File: config.mk
export PLATFORM = sky130hd
export DESIGN_NAME = id_stage_decoder_flat
export DESIGN_NICKNAME = d
export VERILOG_FILES = /design/src/rtl/id_stage_decoder_pkg.sv /design/src/rtl/id_stage_decoder_if.sv /design/src/rtl/id_stage_decoder_decode_comb.sv /design/src/rtl/id_stage_decoder.sv /design/src/flat_wrapper.sv
export SDC_FILE = /design/constraint.sdc
export NUM_CORES = 1
export LEC_CHECK = 0
export ABC_AREA = 1
export BUFFER_PORTS_ARGS = -buffer_cell sky130_fd_sc_hd__buf_2
export CORE_MARGIN = 2
export CORE_UTILIZATION = 43
export CTS_CLUSTER_DIAMETER = 100
export DETAILED_ROUTE_END_ITERATION = 10
export MAX_ROUTING_LAYER = met4
export PLACE_DENSITY = 0.69
export SLEW_MARGIN = 20
export SYNTH_ARGS = -nofsm -noshare
export SYNTH_HDL_FRONTEND = slang
export SYNTH_SLANG_ARGS = --single-unit
File: constraint.sdc
create_clock -name clk -period 4.1 [get_ports clk]
set_input_delay 0.82 -clock clk [delete_from_list [all_inputs] [get_ports clk]]
set_output_delay 0.82 -clock clk [all_outputs]
set_load 0.01 [all_outputs]
File: src/rtl/id_stage_decoder_pkg.sv
// Shared RV32I/M decode constants, control-bundle type and ALU-code helper
// for the ID stage.
package riscv_dec_pkg;

    localparam logic [6:0] OP_R      = 7'b0110011;
    localparam logic [6:0] OP_I      = 7'b0010011;
    localparam logic [6:0] OP_LOAD   = 7'b0000011;
    localparam logic [6:0] OP_STORE  = 7'b0100011;
    localparam logic [6:0] OP_BRANCH = 7'b1100011;
    localparam logic [6:0] OP_JAL    = 7'b1101111;
    localparam logic [6:0] OP_JALR   = 7'b1100111;
    localparam logic [6:0] OP_LUI    = 7'b0110111;
    localparam logic [6:0] OP_AUIPC  = 7'b0010111;

    localparam logic [2:0] F3_ADD  = 3'd0;
    localparam logic [2:0] F3_SLL  = 3'd1;
    localparam logic [2:0] F3_SLT  = 3'd2;
    localparam logic [2:0] F3_SLTU = 3'd3;
    localparam logic [2:0] F3_XOR  = 3'd4;
    localparam logic [2:0] F3_SR   = 3'd5;
    localparam logic [2:0] F3_OR   = 3'd6;
    localparam logic [2:0] F3_AND  = 3'd7;

    localparam logic [2:0] F3_BEQ  = 3'd0;
    localparam logic [2:0] F3_BNE  = 3'd1;
    localparam logic [2:0] F3_BLT  = 3'd4;
    localparam logic [2:0] F3_BGE  = 3'd5;
    localparam logic [2:0] F3_BLTU = 3'd6;
    localparam logic [2:0] F3_BGEU = 3'd7;

    localparam logic [6:0] F7_BASE   = 7'h00;
    localparam logic [6:0] F7_ALT    = 7'h20;
    localparam logic [6:0] F7_MULDIV = 7'h01;

    localparam logic [4:0] ALU_ADD    = 5'd0;
    localparam logic [4:0] ALU_SUB    = 5'd1;
    localparam logic [4:0] ALU_LUI    = 5'd2;
    localparam logic [4:0] ALU_AND    = 5'd3;
    localparam logic [4:0] ALU_XOR    = 5'd4;
    localparam logic [4:0] ALU_OR     = 5'd5;
    localparam logic [4:0] ALU_SLL    = 5'd6;
    localparam logic [4:0] ALU_SRL    = 5'd7;
    localparam logic [4:0] ALU_SRA    = 5'd8;
    localparam logic [4:0] ALU_SLT    = 5'd9;
    localparam logic [4:0] ALU_SLTU   = 5'd10;
    localparam logic [4:0] ALU_MUL    = 5'd11;
    localparam logic [4:0] ALU_MULH   = 5'd12;
    localparam logic [4:0] ALU_MULHSU = 5'd13;
    localparam logic [4:0] ALU_MULHU  = 5'd14;
    localparam logic [4:0] ALU_DIV    = 5'd15;
    localparam logic [4:0] ALU_DIVU   = 5'd16;
    localparam logic [4:0] ALU_REM    = 5'd17;
    localparam logic [4:0] ALU_REMU   = 5'd18;

    typedef enum logic [3:0] {
        FMT_R, FMT_I, FMT_LOAD, FMT_STORE, FMT_BRANCH,
        FMT_JAL, FMT_JALR, FMT_LUI, FMT_AUIPC, FMT_BAD
    } fmt_e;

    typedef struct packed {
        logic       MemtoReg;
        logic       RegWrite;
        logic       MemWrite;
        logic       MemRead;
        logic       Jump;
        logic       JALR;
        logic       Branch;
        logic       ALUSrcA;
        logic [1:0] ALUSrcB;
        logic [4:0] ALUCode;
    } ctrl_t;

    // alt selects SUB for funct3=0 and SRA for funct3=5; ignored elsewhere
    function automatic logic [4:0] base_alu(input logic [2:0] f3, input logic alt);
        logic [4:0] code;
        case (f3)
            F3_ADD:  code = alt ? ALU_SUB : ALU_ADD;
            F3_SLL:  code = ALU_SLL;
            F3_SLT:  code = ALU_SLT;
            F3_SLTU: code = ALU_SLTU;
            F3_XOR:  code = ALU_XOR;
            F3_SR:   code = alt ? ALU_SRA : ALU_SRL;
            F3_OR:   code = ALU_OR;
            default: code = ALU_AND;
        endcase
        return code;
    endfunction

endpackage

File: src/rtl/id_stage_decoder_if.sv
// Fetch-side and EX-side handshake/bundle signals of the ID stage.
interface id_stage_decoder_if #(
    parameter int XLEN      = 32,
    parameter int ALUCODE_W = 5
);
    logic                 flush;
    logic                 in_valid;
    logic                 in_ready;
    logic [31:0]          in_instr;
    logic [XLEN-1:0]      in_pc;
    logic                 out_valid;
    logic                 out_ready;
    logic [XLEN-1:0]      out_pc;
    logic [4:0]           out_rs1;
    logic [4:0]           out_rs2;
    logic [4:0]           out_rd;
    logic                 out_MemtoReg;
    logic                 out_RegWrite;
    logic                 out_MemWrite;
    logic                 out_MemRead;
    logic                 out_Jump;
    logic                 out_JALR;
    logic                 out_Branch;
    logic                 out_ALUSrcA;
    logic [1:0]           out_ALUSrcB;
    logic [ALUCODE_W-1:0] out_ALUCode;
    logic [XLEN-1:0]      out_Imm;
    logic [XLEN-1:0]      out_offset;
    logic                 out_illegal;

    modport master (
        output flush, in_valid, in_instr, in_pc, out_ready,
        input  in_ready, out_valid, out_pc, out_rs1, out_rs2, out_rd,
               out_MemtoReg, out_RegWrite, out_MemWrite, out_MemRead, out_Jump,
               out_JALR, out_Branch, out_ALUSrcA, out_ALUSrcB, out_ALUCode,
               out_Imm, out_offset, out_illegal
    );

    modport slave (
        input  flush, in_valid, in_instr, in_pc, out_ready,
        output in_ready, out_valid, out_pc, out_rs1, out_rs2, out_rd,
               out_MemtoReg, out_RegWrite, out_MemWrite, out_MemRead, out_Jump,
               out_JALR, out_Branch, out_ALUSrcA, out_ALUSrcB, out_ALUCode,
               out_Imm, out_offset, out_illegal
    );
endinterface

File: src/rtl/id_stage_decoder_decode_comb.sv
// Purely combinational RV32I(+M) decoder: instruction word to control bundle,
// immediate, branch/jump offset, illegal flag and source-register usage.
module decode_comb
    import riscv_dec_pkg::*;
#(
    parameter int XLEN     = 32,
    parameter bit ENABLE_M = 1'b0
) (
    input  logic [31:0]     instr_i,
    output ctrl_t           ctrl_o,
    output logic [XLEN-1:0] imm_o,
    output logic [XLEN-1:0] offset_o,
    output logic            illegal_o,
    output logic            rs1_used_o,
    output logic            rs2_used_o
);

    logic [6:0] opcode;
    logic [6:0] funct7;
    logic [2:0] funct3;
    logic [4:0] rd;
    fmt_e       fmt;

    logic signed [31:0] imm_i_s;
    logic signed [31:0] imm_s_s;
    logic signed [31:0] imm_b_s;
    logic signed [31:0] imm_j_s;
    logic signed [31:0] imm_u_s;

    assign opcode = instr_i[6:0];
    assign rd     = instr_i[11:7];
    assign funct3 = instr_i[14:12];
    assign funct7 = instr_i[31:25];

    assign imm_i_s = {{20{instr_i[31]}}, instr_i[31:20]};
    assign imm_s_s = {{20{instr_i[31]}}, instr_i[31:25], instr_i[11:7]};
    assign imm_b_s = {{19{instr_i[31]}}, instr_i[31], instr_i[7], instr_i[30:25],
                      instr_i[11:8], 1'b0};
    assign imm_j_s = {{11{instr_i[31]}}, instr_i[31], instr_i[19:12], instr_i[20],
                      instr_i[30:21], 1'b0};
    assign imm_u_s = {instr_i[31:12], 12'b0};

    always_comb begin
        case (opcode)
            OP_R:      fmt = FMT_R;
            OP_I:      fmt = FMT_I;
            OP_LOAD:   fmt = FMT_LOAD;
            OP_STORE:  fmt = FMT_STORE;
            OP_BRANCH: fmt = FMT_BRANCH;
            OP_JAL:    fmt = FMT_JAL;
            OP_JALR:   fmt = FMT_JALR;
            OP_LUI:    fmt = FMT_LUI;
            OP_AUIPC:  fmt = FMT_AUIPC;
            default:   fmt = FMT_BAD;
        endcase
    end

    always_comb begin
        ctrl_o     = '0;
        imm_o      = '0;
        offset_o   = '0;
        illegal_o  = 1'b0;
        case (fmt)
            FMT_R: begin
                ctrl_o.RegWrite = 1'b1;
                if (ENABLE_M && funct7 == F7_MULDIV)
                    ctrl_o.ALUCode = ALU_MUL + {2'b00, funct3};
                else
                    ctrl_o.ALUCode = base_alu(funct3, funct7 == F7_ALT);
                illegal_o = !(funct7 == F7_BASE || funct7 == F7_ALT ||
                              (ENABLE_M && funct7 == F7_MULDIV));
            end
            FMT_I: begin
                ctrl_o.RegWrite = 1'b1;
                ctrl_o.ALUCode  = base_alu(funct3, funct3 == F3_SR && instr_i[30]);
                if (funct3 == F3_SLL || funct3 == F3_SR) begin
                    // shamt is unsigned; funct7 only carries the arithmetic-shift bit
                    imm_o     = XLEN'(instr_i[24:20]);
                    illegal_o = (funct3 == F3_SLL) ? (funct7 != F7_BASE)
                                                   : !(funct7 == F7_BASE || funct7 == F7_ALT);
                end else begin
                    imm_o = XLEN'(imm_i_s);
                end
            end
            FMT_LOAD: begin
                ctrl_o.MemtoReg = 1'b1;
                ctrl_o.RegWrite = 1'b1;
                ctrl_o.MemRead  = 1'b1;
                imm_o           = XLEN'(imm_i_s);
            end
            FMT_STORE: begin
                ctrl_o.MemWrite = 1'b1;
                imm_o           = XLEN'(imm_s_s);
            end
            FMT_BRANCH: begin
                ctrl_o.Branch = 1'b1;
                case (funct3)
                    F3_BLT, F3_BGE:   ctrl_o.ALUCode = ALU_SLT;
                    F3_BLTU, F3_BGEU: ctrl_o.ALUCode = ALU_SLTU;
                    default:          ctrl_o.ALUCode = ALU_SUB;
                endcase
                offset_o = XLEN'(imm_b_s);
            end
            FMT_JAL: begin
                ctrl_o.Jump     = 1'b1;
                ctrl_o.RegWrite = 1'b1;
                offset_o        = XLEN'(imm_j_s);
            end
            FMT_JALR: begin
                ctrl_o.JALR     = 1'b1;
                ctrl_o.RegWrite = 1'b1;
                offset_o        = XLEN'(imm_i_s);
            end
            FMT_LUI: begin
                ctrl_o.RegWrite = 1'b1;
                ctrl_o.ALUCode  = ALU_LUI;
                imm_o           = XLEN'(imm_u_s);
            end
            FMT_AUIPC: begin
                ctrl_o.RegWrite = 1'b1;
                imm_o           = XLEN'(imm_u_s);
            end
            default: illegal_o = 1'b1;
        endcase

        ctrl_o.ALUSrcA    = fmt inside {FMT_JAL, FMT_JALR, FMT_AUIPC};
        ctrl_o.ALUSrcB[1] = fmt inside {FMT_JAL, FMT_JALR};
        ctrl_o.ALUSrcB[0] = !(fmt inside {FMT_R, FMT_JAL, FMT_JALR, FMT_BRANCH});

        // an illegal instruction still flows downstream but must not change state
        if (illegal_o) begin
            ctrl_o.RegWrite = 1'b0;
            ctrl_o.MemWrite = 1'b0;
            ctrl_o.MemRead  = 1'b0;
            ctrl_o.Jump     = 1'b0;
            ctrl_o.Branch   = 1'b0;
        end
        if (rd == 5'd0)
            ctrl_o.RegWrite = 1'b0;
    end

    assign rs1_used_o = fmt inside {FMT_R, FMT_I, FMT_LOAD, FMT_STORE, FMT_BRANCH, FMT_JALR};
    assign rs2_used_o = fmt inside {FMT_R, FMT_STORE, FMT_BRANCH};

endmodule

File: src/rtl/id_stage_decoder.sv
// RV32I ID stage: valid/ready handshake, load-use bubble, flush and the
// ID/EX output register around the combinational decoder.
module id_stage_decoder
    import riscv_dec_pkg::*;
#(
    parameter int XLEN      = 32,
    parameter bit ENABLE_M  = 1'b0,
    parameter int ALUCODE_W = 5
) (
    input  logic         clk,
    input  logic         rst_n,
    id_stage_decoder_if.slave bus
);

    ctrl_t           dec_ctrl;
    logic [XLEN-1:0] dec_imm;
    logic [XLEN-1:0] dec_offset;
    logic            dec_illegal;
    logic            dec_rs1_used;
    logic            dec_rs2_used;

    decode_comb #(
        .XLEN     (XLEN),
        .ENABLE_M (ENABLE_M)
    ) u_decode (
        .instr_i    (bus.in_instr),
        .ctrl_o     (dec_ctrl),
        .imm_o      (dec_imm),
        .offset_o   (dec_offset),
        .illegal_o  (dec_illegal),
        .rs1_used_o (dec_rs1_used),
        .rs2_used_o (dec_rs2_used)
    );

    logic            valid_q;
    logic            valid_d;
    ctrl_t           ctrl_q;
    logic [XLEN-1:0] pc_q;
    logic [XLEN-1:0] imm_q;
    logic [XLEN-1:0] offset_q;
    logic [4:0]      rs1_q;
    logic [4:0]      rs2_q;
    logic [4:0]      rd_q;
    logic            illegal_q;

    logic [4:0] in_rs1;
    logic [4:0] in_rs2;
    logic       hazard;
    logic       accept;

    assign in_rs1 = bus.in_instr[19:15];
    assign in_rs2 = bus.in_instr[24:20];

    // a load still in ID/EX cannot forward to the instruction right behind it
    assign hazard = valid_q & ctrl_q.MemRead & (rd_q != 5'd0) & bus.in_valid &
                    ((dec_rs1_used & (in_rs1 == rd_q)) | (dec_rs2_used & (in_rs2 == rd_q)));

    assign bus.in_ready = rst_n & ~bus.flush & ~hazard & (~valid_q | bus.out_ready);
    assign accept       = bus.in_valid & bus.in_ready;

    always_comb begin
        valid_d = valid_q;
        if (bus.flush)
            valid_d = 1'b0;
        else if (accept)
            valid_d = 1'b1;
        else if (bus.out_ready)
            valid_d = 1'b0;
    end

    always_ff @(posedge clk) begin
        if (!rst_n) begin
            valid_q   <= 1'b0;
            ctrl_q    <= '0;
            pc_q      <= '0;
            imm_q     <= '0;
            offset_q  <= '0;
            rs1_q     <= '0;
            rs2_q     <= '0;
            rd_q      <= '0;
            illegal_q <= 1'b0;
        end else begin
            valid_q <= valid_d;
            if (accept) begin
                ctrl_q    <= dec_ctrl;
                pc_q      <= bus.in_pc;
                imm_q     <= dec_imm;
                offset_q  <= dec_offset;
                rs1_q     <= in_rs1;
                rs2_q     <= in_rs2;
                rd_q      <= bus.in_instr[11:7];
                illegal_q <= dec_illegal;
            end
        end
    end

    assign bus.out_valid    = valid_q;
    assign bus.out_pc       = pc_q;
    assign bus.out_rs1      = rs1_q;
    assign bus.out_rs2      = rs2_q;
    assign bus.out_rd       = rd_q;
    assign bus.out_MemtoReg = ctrl_q.MemtoReg;
    assign bus.out_RegWrite = ctrl_q.RegWrite;
    assign bus.out_MemWrite = ctrl_q.MemWrite;
    assign bus.out_MemRead  = ctrl_q.MemRead;
    assign bus.out_Jump     = ctrl_q.Jump;
    assign bus.out_JALR     = ctrl_q.JALR;
    assign bus.out_Branch   = ctrl_q.Branch;
    assign bus.out_ALUSrcA  = ctrl_q.ALUSrcA;
    assign bus.out_ALUSrcB  = ctrl_q.ALUSrcB;
    assign bus.out_ALUCode  = ALUCODE_W'(ctrl_q.ALUCode);
    assign bus.out_Imm      = imm_q;
    assign bus.out_offset   = offset_q;
    assign bus.out_illegal  = illegal_q;

endmodule
File: src/flat_wrapper.sv
// flat-port wrapper written by rule: the top's interface ports become plain ports
module id_stage_decoder_flat import riscv_dec_pkg::*;
#(
    parameter int XLEN      = 32,
    parameter bit ENABLE_M  = 1'b0,
    parameter int ALUCODE_W = 5
)
  (clk, rst_n, bus_flush, bus_in_valid, bus_in_instr, bus_in_pc, bus_out_ready, bus_in_ready, bus_out_valid, bus_out_pc, bus_out_rs1, bus_out_rs2, bus_out_rd, bus_out_MemtoReg, bus_out_RegWrite, bus_out_MemWrite, bus_out_MemRead, bus_out_Jump, bus_out_JALR, bus_out_Branch, bus_out_ALUSrcA, bus_out_ALUSrcB, bus_out_ALUCode, bus_out_Imm, bus_out_offset, bus_out_illegal);
  id_stage_decoder_if #(.XLEN(XLEN), .ALUCODE_W(ALUCODE_W)) bus_i ();
  input  logic clk;
  input  logic rst_n;
  input wire logic [$bits(bus_i.flush)-1:0] bus_flush;
  input wire logic [$bits(bus_i.in_valid)-1:0] bus_in_valid;
  input wire logic [$bits(bus_i.in_instr)-1:0] bus_in_instr;
  input wire logic [$bits(bus_i.in_pc)-1:0] bus_in_pc;
  input wire logic [$bits(bus_i.out_ready)-1:0] bus_out_ready;
  output wire logic [$bits(bus_i.in_ready)-1:0] bus_in_ready;
  output wire logic [$bits(bus_i.out_valid)-1:0] bus_out_valid;
  output wire logic [$bits(bus_i.out_pc)-1:0] bus_out_pc;
  output wire logic [$bits(bus_i.out_rs1)-1:0] bus_out_rs1;
  output wire logic [$bits(bus_i.out_rs2)-1:0] bus_out_rs2;
  output wire logic [$bits(bus_i.out_rd)-1:0] bus_out_rd;
  output wire logic [$bits(bus_i.out_MemtoReg)-1:0] bus_out_MemtoReg;
  output wire logic [$bits(bus_i.out_RegWrite)-1:0] bus_out_RegWrite;
  output wire logic [$bits(bus_i.out_MemWrite)-1:0] bus_out_MemWrite;
  output wire logic [$bits(bus_i.out_MemRead)-1:0] bus_out_MemRead;
  output wire logic [$bits(bus_i.out_Jump)-1:0] bus_out_Jump;
  output wire logic [$bits(bus_i.out_JALR)-1:0] bus_out_JALR;
  output wire logic [$bits(bus_i.out_Branch)-1:0] bus_out_Branch;
  output wire logic [$bits(bus_i.out_ALUSrcA)-1:0] bus_out_ALUSrcA;
  output wire logic [$bits(bus_i.out_ALUSrcB)-1:0] bus_out_ALUSrcB;
  output wire logic [$bits(bus_i.out_ALUCode)-1:0] bus_out_ALUCode;
  output wire logic [$bits(bus_i.out_Imm)-1:0] bus_out_Imm;
  output wire logic [$bits(bus_i.out_offset)-1:0] bus_out_offset;
  output wire logic [$bits(bus_i.out_illegal)-1:0] bus_out_illegal;
  assign bus_i.flush = bus_flush;
  assign bus_i.in_valid = bus_in_valid;
  assign bus_i.in_instr = bus_in_instr;
  assign bus_i.in_pc = bus_in_pc;
  assign bus_i.out_ready = bus_out_ready;
  assign bus_in_ready = bus_i.in_ready;
  assign bus_out_valid = bus_i.out_valid;
  assign bus_out_pc = bus_i.out_pc;
  assign bus_out_rs1 = bus_i.out_rs1;
  assign bus_out_rs2 = bus_i.out_rs2;
  assign bus_out_rd = bus_i.out_rd;
  assign bus_out_MemtoReg = bus_i.out_MemtoReg;
  assign bus_out_RegWrite = bus_i.out_RegWrite;
  assign bus_out_MemWrite = bus_i.out_MemWrite;
  assign bus_out_MemRead = bus_i.out_MemRead;
  assign bus_out_Jump = bus_i.out_Jump;
  assign bus_out_JALR = bus_i.out_JALR;
  assign bus_out_Branch = bus_i.out_Branch;
  assign bus_out_ALUSrcA = bus_i.out_ALUSrcA;
  assign bus_out_ALUSrcB = bus_i.out_ALUSrcB;
  assign bus_out_ALUCode = bus_i.out_ALUCode;
  assign bus_out_Imm = bus_i.out_Imm;
  assign bus_out_offset = bus_i.out_offset;
  assign bus_out_illegal = bus_i.out_illegal;
  id_stage_decoder #(.XLEN(XLEN), .ENABLE_M(ENABLE_M), .ALUCODE_W(ALUCODE_W)) u_core (.clk(clk), .rst_n(rst_n), .bus(bus_i));
endmodule
==> Yosys cells after proc, flatten, opt, wreduce, memory -nomap -nowiden <==
Index checks and enable logic that the tools add are counted.
{ "classes": {"addsub": 0, "n_reduce_logical": 23, "n_shift": 0, "mul": 0, "n_bitwise": 16, "magnitude_cmp": 0, "n_div": 0, "eq_ne": 27, "mux": 26} }
{ "ops": {"columns": ["op", "count"], "rows": [
  ["case mux 32 bit (4 select lines)", 1],
  ["case mux 32 bit (3 select lines)", 1],
  ["case mux 4 bit (7 select lines)", 2],
  ["case mux 4 bit (9 select lines)", 1],
  ["2-to-1 mux 32 bit", 1],
  ["== test 7 x 6 -> 1 bit, second input constant", 4],
  ["== test 7 bit, second input constant", 3],
  ["== test 4 x 3 -> 1 bit, second input constant", 4],
  ["case mux 4 bit (4 select lines)", 1],
  ["== test 7 x 5 -> 1 bit, second input constant", 2],
  ["2-to-1 mux 1 bit", 14],
  ["OR reduction 7 bit", 2],
  ["== test 3 bit, second input constant", 4],
  ["2-to-1 mux 4 bit", 3],
  ["AND 1 bit", 10],
  ["== test 5 bit", 2],
  ["== test 4 x 2 -> 1 bit, second input constant", 2],
  ["case mux 4 bit (2 select lines)", 1],
  ["OR reduction 2 bit", 4],
  ["== test 7 x 2 -> 1 bit, second input constant", 1],
  ["zero test 7 bit", 1],
  ["nonzero test 7 bit", 1],
  ["== test 3 x 2 -> 1 bit, second input constant", 2],
  ["nonzero test 3 bit", 2],
  ["other kinds (16)", 23]
]} }
{ "totals": {"register_bits": 128, "wordCells": 110, "out_inout_bits": 129, "mem_bits_rw": 0, "n_memories": 0, "inputBits": 69, "mem_bits_ro": 0, "latchBits": 0} }

==> Logic depth before layout (Yosys ltp) <==
{ "depth": {"depth_word": 12, "depth_mapped": 18, "depth_no_buf": 16} }

==> By module <==
A second synthesis with hierarchy kept.
{ "hier_totals": {"cells_unflattened": 1357, "area_unflattened_um2": 8082.8} }
{ "by_module_without_submodules": {"columns": ["mod", "seq_area_each_um2", "area_each_um2", "cells_each", "instances"], "rows": [
  ["id_stage_decoder", 2562.5, 6915.4, 1140, 1],
  ["decode_comb", 0.0, 1167.4, 217, 1]
]} }

==> Worst setup path after synthesis <==
Ideal clock, no wire load.
{ "synth_timing": {"path_kind": "input port to output port", "startpoint": "input rst_n", "endpoint": "output bus_in_ready", "stages": 5, "slack_ps": 1173, "arrival_time_ps": 2107, "cell_sequence": "inv_2 or2_2 nor2_1 clkbuf_1 a21boi_0"} }
{ "synth_via": {"elab_chain_cells": 3} }
{ "synth_rtl": {"columns": ["element", "line_no", "source"], "rows": [
  ["from (decl)", "flat_wrapper.sv:11", "input logic rst_n;"],
  ["AND 1 bit (3 in a row)", "id_stage_decoder.sv:58", "assign bus.in_ready = rst_n & ~bus.flush & ~hazard & (~valid_q | bus.out_ready);"],
  ["to (decl)", "flat_wrapper.sv:17", "output wire logic [$bits(bus_i.in_ready)-1:0] bus_in_ready;"]
]} }
No other way between the ends.

==> Worst setup path after layout <==
{ "layout_timing": {"startpoint": "input bus_in_instr[4]", "endpoint": "output bus_in_ready"} }
{ "layout_via": {"elab_chain_cells": 10, "elab_cells_between_ends": 25, "cone_classes": "eq/ne (14); mux (1); bitwise (7); reduce/logical (3)"} }
{ "layout_rtl": {"columns": ["element", "line_no", "source"], "rows": [
  ["from (decl)", "flat_wrapper.sv:14", "input wire logic [$bits(bus_i.in_instr)-1:0] bus_in_instr;"],
  ["== test 7 x 5 -> 1 bit, or another cell as far along", "id_stage_decoder_decode_comb.sv:44", "case (opcode)"],
  ["case mux 4 bit (9 select lines) (*)", "id_stage_decoder_decode_comb.sv:44", null],
  ["== test 4 x 1 -> 1 bit, or another cell as far along", "id_stage_decoder_decode_comb.sv:142", "assign rs1_used_o = fmt inside {FMT_R, FMT_I, FMT_LOAD, FMT_STORE, FMT_BRANCH, FMT_JALR};"],
  ["nonzero test 6 bit or nonzero test 3 bit (tied branches)", "id_stage_decoder_decode_comb.sv:142, id_stage_decoder_decode_comb.sv:143", null],
  ["AND 1 bit", "id_stage_decoder.sv:56", "((dec_rs1_used & (in_rs1 == rd_q)) | (dec_rs2_used & (in_rs2 == rd_q)));"],
  ["OR 1 bit (*)", "id_stage_decoder.sv:56", null],
  ["AND 1 bit (*)", "id_stage_decoder.sv:55", "assign hazard = valid_q & ctrl_q.MemRead & (rd_q != 5'd0) & bus.in_valid &"],
  ["inverter 1 bit (*)", "id_stage_decoder.sv:58", null],
  ["AND 1 bit (*) (2 in a row)", "id_stage_decoder.sv:58", null]
]} }
Mark *: on every way between the ends. The rest lies on a longest branch, timed or not.

==> results.yml <==
run_status:
  outcome: "complete, no violations"
logic_synthesis:
  synth_top_cell_area_share_pct: 38.0
  avgSynthCellArea_um2: 6.07
  synth_common_cells: "nand2_1 (313), nor2_1 (207), inv_1 (159)"
  synth-edff-count: 0
  synth_area_mm2: 0.00610
  synth_cell_types: 35
  syn-num-nets: 1074
  ys_seq_area_share_pct: 38.0
  yosys_warnings: 0
  synth-main-ff-cell: "dfxtp_1"
  ys_seq_elements: 116
  yosysTopAreaCell: "dfxtp_1"
  syn_inst: 1005
  async_reset_ff_share_pct: 0
  yosysMostFrequentCell: "nand2_1"
  synthTopCellsByArea: "dfxtp_1 (38%), nand2_1 (19%), nor2_1 (13%), inv_1 (9.8%), nand4_1 (4.4%)"
clock_tree:
  root_buffer: "clkbuf_16"
  hold_buffers: 0
  numCtsBuffers: 17
  cts_resized: 0
  htreeDepth: 4
  cts.reportedPaths.clkPinSlew_ns: 0.05
  cts_tree: "built"
  cts_setup_buffers: 0
  ctsLongestPathBuffers: 2
  worstSkewPairLatency_ns: 0.42
  cts_sinks: 116
timing:
  slew_viol_final: 0
  rsz0062_at_grt: "no"
  fin_crit_sh_pct: 82.2
  tns_ns: 0
  hold_viol_final: 0
  min_period_ns: 3.37
  finClkSkew_ns: 0.00807
  worst_pin_slew_ns: 0.985
  relSlewSlack_pct: 34.3
  setup_viol: 0
  fmax_mhz: 297
layout:
  fill_cells: 1450
  syn_to_final_growth_pct: 26.3
  drive_gt1_share_pct: 21.5
  stdcell_count: 1358
  nNetsFinal: 1233
placed_design:
  portBuffers: 196
  place.detailed.hpwl_um: 13000
  place.gp.congestion: 0.954
  post-place-cells: 1325
die:
  die_area_mm2: 0.0152
  fp.dieH_um: 123
  core_area_mm2: 0.0139
  die_x_um: 123
  fp-row-count: 43
  start_util_pct: 44.0
  ios: 198
min_path:
  hold_class: "register to register"
power_and_ir_drop:
  p_leak_nw: 4.56
  pwr-share-seq_pct: 37.8
  intPower_mw: 2.41
  pwr_density_cell_mw_per_mm2: 417
  clockPowerShare_pct: 49.9
  switching_share_pct: 25.0
  power.share.combinational_pct: 12.3
  ir_drop_mv: 0.275
  power.switching_mw: 0.803
routing:
  drt-pass1-iter-count: 6
  num_vias: 6386
  vias_per_cell: 4.70
  drc: 0
  wl_um: 18300
  postRouteAntennaNets: 0
  post_drt_wl_per_cell_um: 13.5
  drtIter0Drc: 411
setup_path:
  crit_fanout: 12
  critPathCaptureType: "output port"
  cp.arrival_ns: 2.55
  critPathLaunch: "bus_in_instr[4]"
  ff2ff_setup_slack_ns: 1.76
  crit_path_start_kind: "input port"
  required_ns: 3.28
  rr_worst_depth: 10
  crit_end: "bus_in_ready"
  reg2reg_to: "u_core.bus.out_pc[23]"
  crit_type: "input port to output port"
  r2r-start: "u_core.bus.out_rd[4]"
grt:
  grt_overflow: 0
  grt_pass1_wl_um: 28500
  antenna_found_initial: 1
  grt_use_total_pct: 25.0
  grt_max_degree: 94
  grt_pass1_vias: 5773
flow_run:
  cap_viol_max_count: 0
-- state kept, by name, indices dropped and copies added, names as in the netlist --
signal,cells
u_core.bus.out_Jump,1
u_core.bus.out_Imm,32
u_core.bus.out_MemRead,1
u_core.bus.out_illegal,1
u_core.bus.out_ALUCode,4
u_core.bus.out_JALR,1
u_core.bus.out_rs1,5
u_core.bus.out_rs2,5
u_core.bus.out_rd,5
u_core.bus.out_ALUSrcB,2
u_core.bus.out_ALUSrcA,1
u_core.bus.out_RegWrite,1
u_core.bus.out_MemtoReg,1
u_core.bus.out_MemWrite,1
u_core.bus.out_pc,32
u_core.bus.out_offset,21
u_core.bus.out_valid,1
u_core.bus.out_Branch,1
-- cell type report --
type                       count  area [µm²]  share of cell area (%)
sequential                   116        2320                    30.1
clock inverter                 8         146                    1.90
tap                          180         225                    2.92
timing repair buffer         206        1100                    14.2
inverter                     165         619                    8.03
clock buffer                  24         492                    6.38
antenna                        1        2.50                  0.0325
multi-input combinational    658        2810                    36.4
-- cell usage in the layout (no fill, tap or decap), drive strengths merged, types with 3 or more instances in the layout --
master,netlist,layout
nor2,210,210
dfxtp,116,116
nand3,21,21
clkbuf,26,24
xor2,3,3
inv,165,165
o22ai,5,5
clkinv,0,3
bufinv,0,4
nand4,43,43
a21oi,13,13
o21ai,16,16
buf,40,206
nor3,5,5
a22oi,6,6
nand2,318,318
-- metal layers --
metal,part of all wire [%],GRT usage (%)
met1,46,30.7
met2,44,39.0
met3,7.6,7.38
met4,2.3,9.09
met5,0,-
-- power by group through the flow --
stage                     Sequential, mW  Combinational (mW)  Clock, mW
after floorplan                     1.26               0.216          0
after global placement              1.24               0.391          0
after detailed placement            1.24               0.393          0
after CTS                           1.21               0.396       1.63
after global routing                1.22               0.446       1.68
final                               1.21               0.394       1.60
-- metrics by stage --
| step | setup WS [ns] | utilization (%) | power [mW] | hold WS, ns | instance area [µm²] |
|---|---|---|---|---|---|
| after floorplan | 1.17 | - | 1.48 | 0.481 | 6100 |
| after global placement | 0.781 | 50.9 | 1.63 | 0.450 | 7070 |
| after detailed placement | 0.676 | 50.9 | 1.63 | 0.452 | 7070 |
| after CTS | 0.697 | 55.5 | 3.24 | 0.463 | 7710 |
| after global routing | 0.505 | 55.5 | 3.35 | 0.493 | 7710 |
| final | 0.730 | 55.5 | 3.21 | 0.462 | 7710 |
-- logic make-up (layout without fill, tap and decap cells) --
| kind of cell | Yosys count | count (layout) | synth area share (%) |
|---|---|---|---|
| AND/OR/NAND/NOR | 602 | 602 | 40.2 |
| XOR/XNOR | 3 | 3 | 0.431 |
| AO/OA/AOI/OAI | 52 | 52 | 5.25 |
| flip-flops | 116 | 116 | 38.0 |
| buffers and inverters | 231 | 403 | 16.0 |
| other | 1 | 2 | 0.0614 |
-- critical path: stages --
cell and delay (ns):
buf_2 0.12, inv_2 0.05, nand2_1 0.06, nor2_2 0.08, buf_4 0.17, nand2_1 0.26
nand2_2 0.29, nor2_1 0.06, nand3_1 0.10, nand2_1 0.06, nand2_1 0.05, nand2_1 0.07
a21boi_0 0.19, buf_2 0.17
-- worst min path at each step --
stage / start / endpoint / cells after the start
global placement: u_core.bus.out_illegal / u_core.bus.out_illegal / 2
finish: u_core.bus.out_illegal / u_core.bus.out_illegal / 2
floorplan: u_core.bus.out_illegal / u_core.bus.out_illegal / 2
CTS: u_core.bus.out_offset[0] / u_core.bus.out_offset[0] / 2
detailed placement: u_core.bus.out_rs2[0] / u_core.bus.out_rs2[0] / 2
global route: u_core.bus.out_illegal / u_core.bus.out_illegal / 2
Power figures use the tool's default switching activity.
